[src/rtl/reg_file_rename_pkg.sv]
// Shared constants for the rename-aware architectural register file.
// Widths, null tags and small helpers used by the top and its read ports.
package reg_file_rename_pkg;

    localparam int DATA_WIDTH    = 32;
    localparam int REG_TAG_WIDTH = 5;
    localparam int ROB_TAG_WIDTH = 4;
    localparam int REG_COUNT     = 32;

    localparam logic [ROB_TAG_WIDTH-1:0] ZERO_TAG_ROB = '0;
    localparam logic [REG_TAG_WIDTH-1:0] ZERO_TAG_REG = '0;
    localparam logic [DATA_WIDTH-1:0]    ZERO_DATA    = '0;
    localparam logic                     TRUE         = 1'b1;
    localparam logic                     FALSE        = 1'b0;

    // Register index 0 means "no operation" on the rename and commit interfaces.
    function automatic logic reg_valid(input logic [REG_TAG_WIDTH-1:0] idx);
        return idx != ZERO_TAG_REG;
    endfunction

endpackage

[src/rtl/reg_file_rename_read_port.sv]
// Single combinational operand lookup with same-cycle commit bypass.
// The top supplies the stored entry for idx_i; this block decides what the decoder sees.
module reg_read_port
    import reg_file_rename_pkg::*;
#(
    parameter int DATA_W    = DATA_WIDTH,
    parameter int ROB_TAG_W = ROB_TAG_WIDTH
) (
    input  logic [REG_TAG_WIDTH-1:0] idx_i,
    input  logic [DATA_W-1:0]        reg_value_i,
    input  logic                     reg_busy_i,
    input  logic [ROB_TAG_W-1:0]     reg_tag_i,
    input  logic [REG_TAG_WIDTH-1:0] commit_reg_i,
    input  logic [ROB_TAG_W-1:0]     commit_tag_i,
    input  logic [DATA_W-1:0]        commit_value_i,
    output logic [DATA_W-1:0]        value_o,
    output logic [ROB_TAG_W-1:0]     robtag_o,
    output logic                     busy_o
);

    logic bypass;

    assign bypass = reg_valid(commit_reg_i) && (commit_reg_i == idx_i)
                    && reg_busy_i && (commit_tag_i == reg_tag_i);

    // NOTE: every output gets a value on every path, so no latch is inferred.
    always_comb begin
        value_o  = reg_value_i;
        robtag_o = reg_busy_i ? reg_tag_i : '0;
        busy_o   = reg_busy_i;
        if (bypass) begin
            value_o  = commit_value_i;
            robtag_o = '0;
            busy_o   = FALSE;
        end
    end

endmodule

[src/rtl/reg_file_rename.sv]
// Architectural register file with per-register busy bit and owning ROB tag.
// Two combinational operand queries; rename, commit and flush update on the clock edge.
module reg_file_rename
    import reg_file_rename_pkg::*;
#(
    parameter int DATA_W    = DATA_WIDTH,
    parameter int REG_NUM   = REG_COUNT,
    parameter int ROB_TAG_W = ROB_TAG_WIDTH
) (
    input  logic                     clk,
    input  logic                     rst,
    input  logic                     rdy,
    input  logic [REG_TAG_WIDTH-1:0] in_dec_tag1,
    output logic [DATA_W-1:0]        out_dec_value1,
    output logic [ROB_TAG_W-1:0]     out_dec_robtag1,
    output logic                     out_dec_busy1,
    input  logic [REG_TAG_WIDTH-1:0] in_dec_tag2,
    output logic [DATA_W-1:0]        out_dec_value2,
    output logic [ROB_TAG_W-1:0]     out_dec_robtag2,
    output logic                     out_dec_busy2,
    input  logic [REG_TAG_WIDTH-1:0] in_dec_dest,
    input  logic [ROB_TAG_W-1:0]     in_dec_rob_tag,
    input  logic [REG_TAG_WIDTH-1:0] in_rob_commit_reg,
    input  logic [ROB_TAG_W-1:0]     in_rob_commit_tag,
    input  logic [DATA_W-1:0]        in_rob_commit_value,
    input  logic                     in_rob_clear
);

    logic [DATA_W-1:0]    value_q [REG_NUM];
    logic [DATA_W-1:0]    value_d [REG_NUM];
    logic [REG_NUM-1:0]   busy_q, busy_d;
    logic [ROB_TAG_W-1:0] tag_q [REG_NUM];
    logic [ROB_TAG_W-1:0] tag_d [REG_NUM];

    logic commit_valid, rename_valid, rename_hits_commit;

    assign commit_valid       = reg_valid(in_rob_commit_reg);
    assign rename_valid       = reg_valid(in_dec_dest) && !in_rob_clear;
    assign rename_hits_commit = rename_valid && (in_dec_dest == in_rob_commit_reg);

    always_comb begin
        value_d = value_q;
        busy_d  = busy_q;
        tag_d   = tag_q;

        // Commit writes are in order, so the value lands even if a newer rename owns the register.
        if (commit_valid) begin
            value_d[in_rob_commit_reg] = in_rob_commit_value;
            if (tag_q[in_rob_commit_reg] == in_rob_commit_tag && !rename_hits_commit)
                busy_d[in_rob_commit_reg] = FALSE;
        end

        if (in_rob_clear) begin
            busy_d = '0;
            for (int i = 0; i < REG_NUM; i++) tag_d[i] = ZERO_TAG_ROB;
        end else if (rename_valid) begin
            busy_d[in_dec_dest] = TRUE;
            tag_d[in_dec_dest]  = in_dec_rob_tag;
        end

        value_d[0] = '0;
        busy_d[0]  = FALSE;
        tag_d[0]   = ZERO_TAG_ROB;
    end

    // NOTE: the register array is reset explicitly because every entry must read zero after rst;
    // all sequential state uses non-blocking assignments.
    always_ff @(posedge clk) begin
        if (rst) begin
            value_q <= '{default: '0};
            busy_q  <= '0;
            tag_q   <= '{default: '0};
        end else if (rdy) begin
            value_q <= value_d;
            busy_q  <= busy_d;
            tag_q   <= tag_d;
        end
    end

    reg_read_port #(.DATA_W(DATA_W), .ROB_TAG_W(ROB_TAG_W)) u_port1 (
        .idx_i          (in_dec_tag1),
        .reg_value_i    (value_q[in_dec_tag1]),
        .reg_busy_i     (busy_q[in_dec_tag1]),
        .reg_tag_i      (tag_q[in_dec_tag1]),
        .commit_reg_i   (in_rob_commit_reg),
        .commit_tag_i   (in_rob_commit_tag),
        .commit_value_i (in_rob_commit_value),
        .value_o        (out_dec_value1),
        .robtag_o       (out_dec_robtag1),
        .busy_o         (out_dec_busy1)
    );

    reg_read_port #(.DATA_W(DATA_W), .ROB_TAG_W(ROB_TAG_W)) u_port2 (
        .idx_i          (in_dec_tag2),
        .reg_value_i    (value_q[in_dec_tag2]),
        .reg_busy_i     (busy_q[in_dec_tag2]),
        .reg_tag_i      (tag_q[in_dec_tag2]),
        .commit_reg_i   (in_rob_commit_reg),
        .commit_tag_i   (in_rob_commit_tag),
        .commit_value_i (in_rob_commit_value),
        .value_o        (out_dec_value2),
        .robtag_o       (out_dec_robtag2),
        .busy_o         (out_dec_busy2)
    );

endmodule

[config.mk]
export PLATFORM = sky130hd
export DESIGN_NAME = reg_file_rename
export DESIGN_NICKNAME = d
export VERILOG_FILES = /design/src/rtl/reg_file_rename_pkg.sv /design/src/rtl/reg_file_rename_read_port.sv /design/src/rtl/reg_file_rename.sv
export SDC_FILE = /design/constraint.sdc
export NUM_CORES = 2
export LEC_CHECK = 0
export BUFFER_PORTS_ARGS = -buffer_cell sky130_fd_sc_hd__buf_2
export CAP_MARGIN = 10
export CELL_PAD_IN_SITES_DETAIL_PLACEMENT = 1
export CELL_PAD_IN_SITES_GLOBAL_PLACEMENT = 1
export CORE_MARGIN = 1
export CORE_UTILIZATION = 41
export CTS_BUF_LIST = sky130_fd_sc_hd__clkbuf_4 sky130_fd_sc_hd__clkbuf_8 sky130_fd_sc_hd__clkbuf_16
export CTS_CLUSTER_DIAMETER = 150
export DETAILED_ROUTE_END_ITERATION = 6
export PLACE_DENSITY_LB_ADDON = 0.12
export SYNTH_ARGS = -nofsm -noshare
export SYNTH_HDL_FRONTEND = slang
export SYNTH_SLANG_ARGS = --single-unit
[constraint.sdc]
create_clock -name clk -period 4.25 [get_ports clk]
set_clock_uncertainty 0.1 [all_clocks]
set_input_delay 0.6375 -clock clk [delete_from_list [all_inputs] [get_ports clk]]
set_output_delay 0.6375 -clock clk [all_outputs]
set_load 0.02 [all_outputs]
# Word level (Yosys, flattened, before mapping)
# Index checks and enable logic that the tools add are counted.
dict set report word_totals {
  register_bits 1147
  out_inout_bits 74
  input_bits 64
}
dict set report classes {
  n_lt_le_gt_ge 12
  n_reduce_logical 20
  mux 43
  n_eq_ne 6
  bitwise_logic 7
}
# cell n
set ops {}
lappend ops {{$bwmux W1024} 1}
lappend ops {{$mux W32} 11}
lappend ops {{$bmux W32 S5} 2}
lappend ops {{$mux W124} 2}
lappend ops {{$demux W32 S5} 1}
lappend ops {{$bwmux W128} 1}
lappend ops {{$bmux W4 S5} 3}
lappend ops {{$mux W4} 11}
lappend ops {{$and A32 B32 Y32} 1}
lappend ops {{$not A32 Y32} 1}
lappend ops {{$or A32 B32 Y32} 1}
lappend ops {{$ge A6 B6 Y1 const B} 4}
lappend ops {{$lt A5 B6 Y1 const B} 4}
lappend ops {{$not A5 Y6} 4}
lappend ops {{$demux W4 S5} 1}
lappend ops {{$eq A5 B5 Y1} 3}
lappend ops {{$logic_and A1 B1 Y1} 13}
lappend ops {{$eq A4 B4 Y1} 3}
lappend ops {{$lt A6 B1 Y1 const B} 2}
lappend ops {{$bmux W1 S5} 2}
lappend ops {{$demux W1 S5} 2}
lappend ops {{$ge A5 B1 Y1 const B} 2}
lappend ops {{$reduce_bool A5 Y1} 2}
lappend ops {{$mux W1} 6}
lappend ops {{3 further kinds} 5}

# Logic depth before layout (Yosys ltp)
dict set report logic_depth {
  ltp_word 11
  depth_mapped 13
  depth_no_buf 8
}

# Hierarchy
# From an unflattened synthesis, not the netlist that was laid out.
dict set report hier_totals {
  cells_unflattened 6442
  area_unflattened_um2 60675.7
}
# mod cells_per_inst area_per_inst_um2 instances seq_area_each_um2
set modules_own_cells {}
lappend modules_own_cells {reg_file_rename 6332 59346.9 1 22962.0}
lappend modules_own_cells {reg_read_port 55 664.4 2 0.0}

# Worst setup path after synthesis
# Ideal clock, no wire load.
dict set report synth_timing {
  kind {input port to output port}
  from {input port in_dec_tag1[0]}
  to {output port out_dec_value1[10]}
  required_ns 3.513
  setup_slack_ns -0.183
  path_buffers 7
  arrival_ns 3.695
  stages 12
  path_cell_list {buf_4 buf_6 buf_2 buf_2 buf_2 buf_1 clkbuf_1 mux4_2 mux4_2 nor2_1 nor2_1 mux2_1}
}
dict set report synth_between {
  elab_chain_cells 7
  word_cells_on_any_way 15
  classes_between {eq/ne: 2; mux: 9; bitwise: 1; reduce/logical: 3}
}
# element line
set synth_lines {}
lappend synth_lines {{start: declaration} reg_file_rename.sv:13} ;# input logic [REG_TAG_WIDTH-1:0] in_dec_tag1,
lappend synth_lines {{$not A5 Y6 (implied by the code)} {reg_file_rename.sv:82, reg_file_rename.sv:84}}
lappend synth_lines {{$bmux W4 S5} reg_file_rename.sv:84} ;# .reg_tag_i (tag_q[in_dec_tag1]),
lappend synth_lines {{$mux W4 (implied by the code) (2 in series)} reg_file_rename.sv:84}
lappend synth_lines {{$eq A4 B4 Y1} reg_file_rename_read_port.sv:24} ;# && reg_busy_i && (commit_tag_i == reg_tag_i);
lappend synth_lines {{$logic_and A1 B1 Y1} reg_file_rename_read_port.sv:24}
lappend synth_lines {{$mux W32 (*)} reg_file_rename_read_port.sv:31} ;# if (bypass) begin
lappend synth_lines {{end: declaration} reg_file_rename.sv:14} ;# output logic [DATA_W-1:0] out_dec_value1,
# Mark *: on every way between the ends. The rest lies on a longest branch, timed or not. The select of a mux whose other input is x is not followed.

# Worst setup path after layout
dict set report layout_timing {
  from {register tag_q[97] (netlist bit)}
  to {output port out_dec_value2[26]}
}
dict set report layout_between {
  elab_chain_cells 6
}
# element line
set layout_lines {}
lappend layout_lines {{start: declaration} reg_file_rename.sv:32} ;# logic [ROB_TAG_W-1:0] tag_q [REG_NUM];
lappend layout_lines {{start signal: assignment} reg_file_rename.sv:76} ;# tag_q <= tag_d;
lappend layout_lines {{$bmux W4 S5} reg_file_rename.sv:97} ;# .reg_tag_i (tag_q[in_dec_tag2]),
lappend layout_lines {{$mux W4 (implied by the code) (2 in series)} reg_file_rename.sv:97}
lappend layout_lines {{$eq A4 B4 Y1} reg_file_rename_read_port.sv:24}
lappend layout_lines {{$logic_and A1 B1 Y1} reg_file_rename_read_port.sv:24}
lappend layout_lines {{$mux W32} reg_file_rename_read_port.sv:31}
lappend layout_lines {{end: declaration} reg_file_rename.sv:18} ;# output logic [DATA_W-1:0] out_dec_value2,
# Every way passes these cells. The select of a mux whose other input is x is not followed.

==> results.sh <==
export IMPL_ys_ff_latch=1147
export IMPL_final_cell_area_um2=70800
export IMPL_clk_insertion_delay_late_ns=0.77
export IMPL_grt_pass1_wl_mm=401
export IMPL_finalSetupViolations=74
export IMPL_violations="setup timing"
export IMPL_rr_worst_depth=9
export IMPL_start_util_pct=41.5
export IMPL_arrival_ns=3.97
export IMPL_ff2ff_setup_slack_ns=1.04
export IMPL_wl_met3_mm=23.9
export IMPL_synth_main_ff_cell="dfxtp_1"
export IMPL_chipWidth_um=387
export IMPL_maxCapViolations=0
export IMPL_syn_to_final_growth_pct=16.7
export IMPL_fin_nets=6791
export IMPL_final_common_cell="nand2_1"
export IMPL_path_delay_family="multiplexers"
export IMPL_required_ns=3.51
export IMPL_via_per_inst=6.50
export IMPL_synth_top_area_share_pct=37.8
export IMPL_grt_max_degree=160
export IMPL_period_minus_slack_ns=4.70
export IMPL_start_kind="flop"
export IMPL_firstDrtPassIters=6
export IMPL_cp_end_kind="output port"
export IMPL_synth_area_leaders="dfxtp_1, mux4_2, nand2_1, a21oi_1, clkbuf_1"
export IMPL_clock_path_buffers=3
export IMPL_htreeDepth=4
export IMPL_cts_hold_buffers_added=0
export IMPL_maxSlewViolCount=0
export IMPL_diodes=0
export IMPL_crit_path_frequent_cell="buf_6"
export IMPL_dp_hpwl_mm=168
export IMPL_crit_chain="buf_6 > mux4_2 > mux2_4 > and3_4 > a2111oi_4 > xor2_1 > nand3_2 > nor4_4 > buf_6 > buf_12 > mux2_4 > buf_6"
export IMPL_setup_ws_ns=-0.454
export IMPL_hold_depth=3
export IMPL_antenna_left=0
export IMPL_power_leakage_uw=0.0235
export IMPL_final_util_pct=48.4
export IMPL_grt_pass1_vias=56400
export IMPL_cts_tree="done"
export IMPL_cts_root_buf="clkbuf_16"
export IMPL_synth_seq_area_share_pct=37.8
export IMPL_slowest_stage="mux4_2"
export IMPL_drc=0
export IMPL_hp_start="in_dec_rob_tag[1]"
export IMPL_overflow=0
export IMPL_dieArea_um2=150000
export IMPL_highest_layer="met5"
export IMPL_synth_avg_cell_area_um2=9.02
export IMPL_grt_setup_unrepaired="yes"
export IMPL_synth_fp_nets=6798
export IMPL_synth_cell_types=67
export IMPL_clock_sinks=1147
export IMPL_layout_common_cells="nand2_1, dfxtp_1, a21oi_1"
export IMPL_num_rows=140
export IMPL_synth_edf_count=0
export IMPL_dpl_cell_area_um2=65200
export IMPL_report_power_total_uw=25400
export IMPL_boundaryPins=138
export IMPL_grt_usage_pct=36.6
export IMPL_num_vias=56800
export IMPL_core_area_um2=146000
export IMPL_synthesis_instances=6734
export IMPL_drive_gt1_share_pct=23.8
export IMPL_numCtsBuffers=134
export IMPL_powerDensity_nw_per_um2=359
export IMPL_final_hold_viol_count=0
export IMPL_drt_iter0_markers=6390
export IMPL_synthArstFlopShare_pct=0
export IMPL_wl_per_cell_um=32.1
export IMPL_relSlewSlack_pct=19.7
export IMPL_port_buffers=137
export IMPL_ir_drop_v=0.000380
export IMPL_path_class="flop to output port"
export IMPL_critPathMaxStageDelay_ns=0.48
export IMPL_syn_area_um2=60700
export IMPL_path_max_fanout=5
export IMPL_finalWirelength_mm=280
export IMPL_r2r_start="tag_q[99]"
export IMPL_m1WireLength_mm=114
export IMPL_synth_largest_area_cell="dfxtp_1"
export IMPL_holdPathEnd="tag_q[109]"
export IMPL_r2r_end="busy_q[1]"
export IMPL_die_y_um=387
export IMPL_worst_pin_slew_ns=1.20
export IMPL_hold_path_class="primary input to flop"
export IMPL_max_freq_mhz=213
export IMPL_status="complete, but fails checks"
export IMPL_gp_congestion=0.940
export IMPL_antenna_found_initial=3
export IMPL_synth_warning_count=0
export IMPL_path_buf_inv=4
export IMPL_clk_pin_slew_ns=0.06
export IMPL_dr_wl_met2_mm=129
export IMPL_timing_final_crit_share_pct=111
-- power breakdown --
part / switching (µW) / internal (µW)
Sequential: 61.6 / 10800
Clock: 4930 / 7030
Combinational: 1710 / 856
-- how the worst max path moves through the flow --
stage	startpoint	endpoint	slack, ns	cells past startpoint
after floorplan	in_dec_tag1[0]	out_dec_value1[10]	0.0005	12
after global placement	in_dec_tag2[0]	out_dec_value2[20]	-0.32	11
after detailed placement	in_dec_tag2[0]	out_dec_value2[18]	-0.34	11
after CTS	tag_q[69]	out_dec_value1[11]	-0.55	13
after global routing	tag_q[101]	out_dec_value1[29]	-0.52	12
final	tag_q[97]	out_dec_value2[26]	-0.45	12
-- per-stage QoR --
step | cells | hold WS (ns) | worst slack [ns] | TNS, ns
finish | 8739 | 0.103 | -0.454 | -27.70
global route | 8739 | 0.118 | -0.520 | -32.82
CTS | 8739 | 0.0714 | -0.553 | -31.73
detailed placement | 8482 | 0.358 | -0.338 | -16.23
global placement | 8482 | 0.348 | -0.323 | -15.28
floorplan | 6734 | 0.343 | 0.000487 | 0
-- per-layer routing --
metal	GRT usage, %	vias up
li1	-	23800
met1	48.9	29500
met2	57.5	2850
met3	6.54	690
met4	17.0	4
met5	0	-
-- Yosys cell counts (20+ instances only) --
cell type / n
a22oi_1: 145
dfxtp_1: 1147
buf_1: 42
nor2_1: 419
a311oi_1: 26
o21ai_0: 89
nand2_1: 2095
mux4_2: 635
buf_2: 47
mux2_1: 27
a21oi_1: 1001
mux2_4: 20
o22ai_1: 24
mux2_2: 65
mux2i_1: 106
nor2b_1: 21
clkbuf_1: 569
a22o_1: 33
-- worst reg2reg max path, stage by stage (launching register included) --
cell	delay (ns)
dfxtp_1	0.36
mux2i_1	0.33
o22ai_1	0.13
nor4_1	0.44
nand3_1	0.16
xnor2_1	0.15
nand3_1	0.24
nor4b_1	0.72
buf_4	0.31
a311oi_1	0.12
-- timing repair --
action | CTS | global route
setup endpoints to repair | 74 | 74
setup buffers | 20 | 2
pin swaps | 10 | 8
gates resized for setup | 195 | 42
cloned | 8 | 2
-- registers in the layout, indices dropped and copies added (netlist names) --
| signal | cells |
|---|---|
| value_q | 992 |
| tag_q | 124 |
| busy_q | 31 |
-- cell type report --
cell class | instances | area, µm²
clock buffers | 198 | 4130
clock inverters | 33 | 350
fillers | 16300 | 75400
inverters | 7 | 26.3
multi-input cells | 4912 | 35700
flip-flops and latches | 1147 | 23000
well taps | 1917 | 2400
repair buffers | 525 | 5240
-- logic make-up after synthesis --
logic type                share of synthesized area, %
muxes                                             27.6
and+or+nand+nor                                   17.0
AOI/OAI and AO/OA                                 12.9
buffers and inverters                             4.38
DFF                                               37.8
xor gates and xnor gates                         0.361
(Power assumes the default switching activity.)
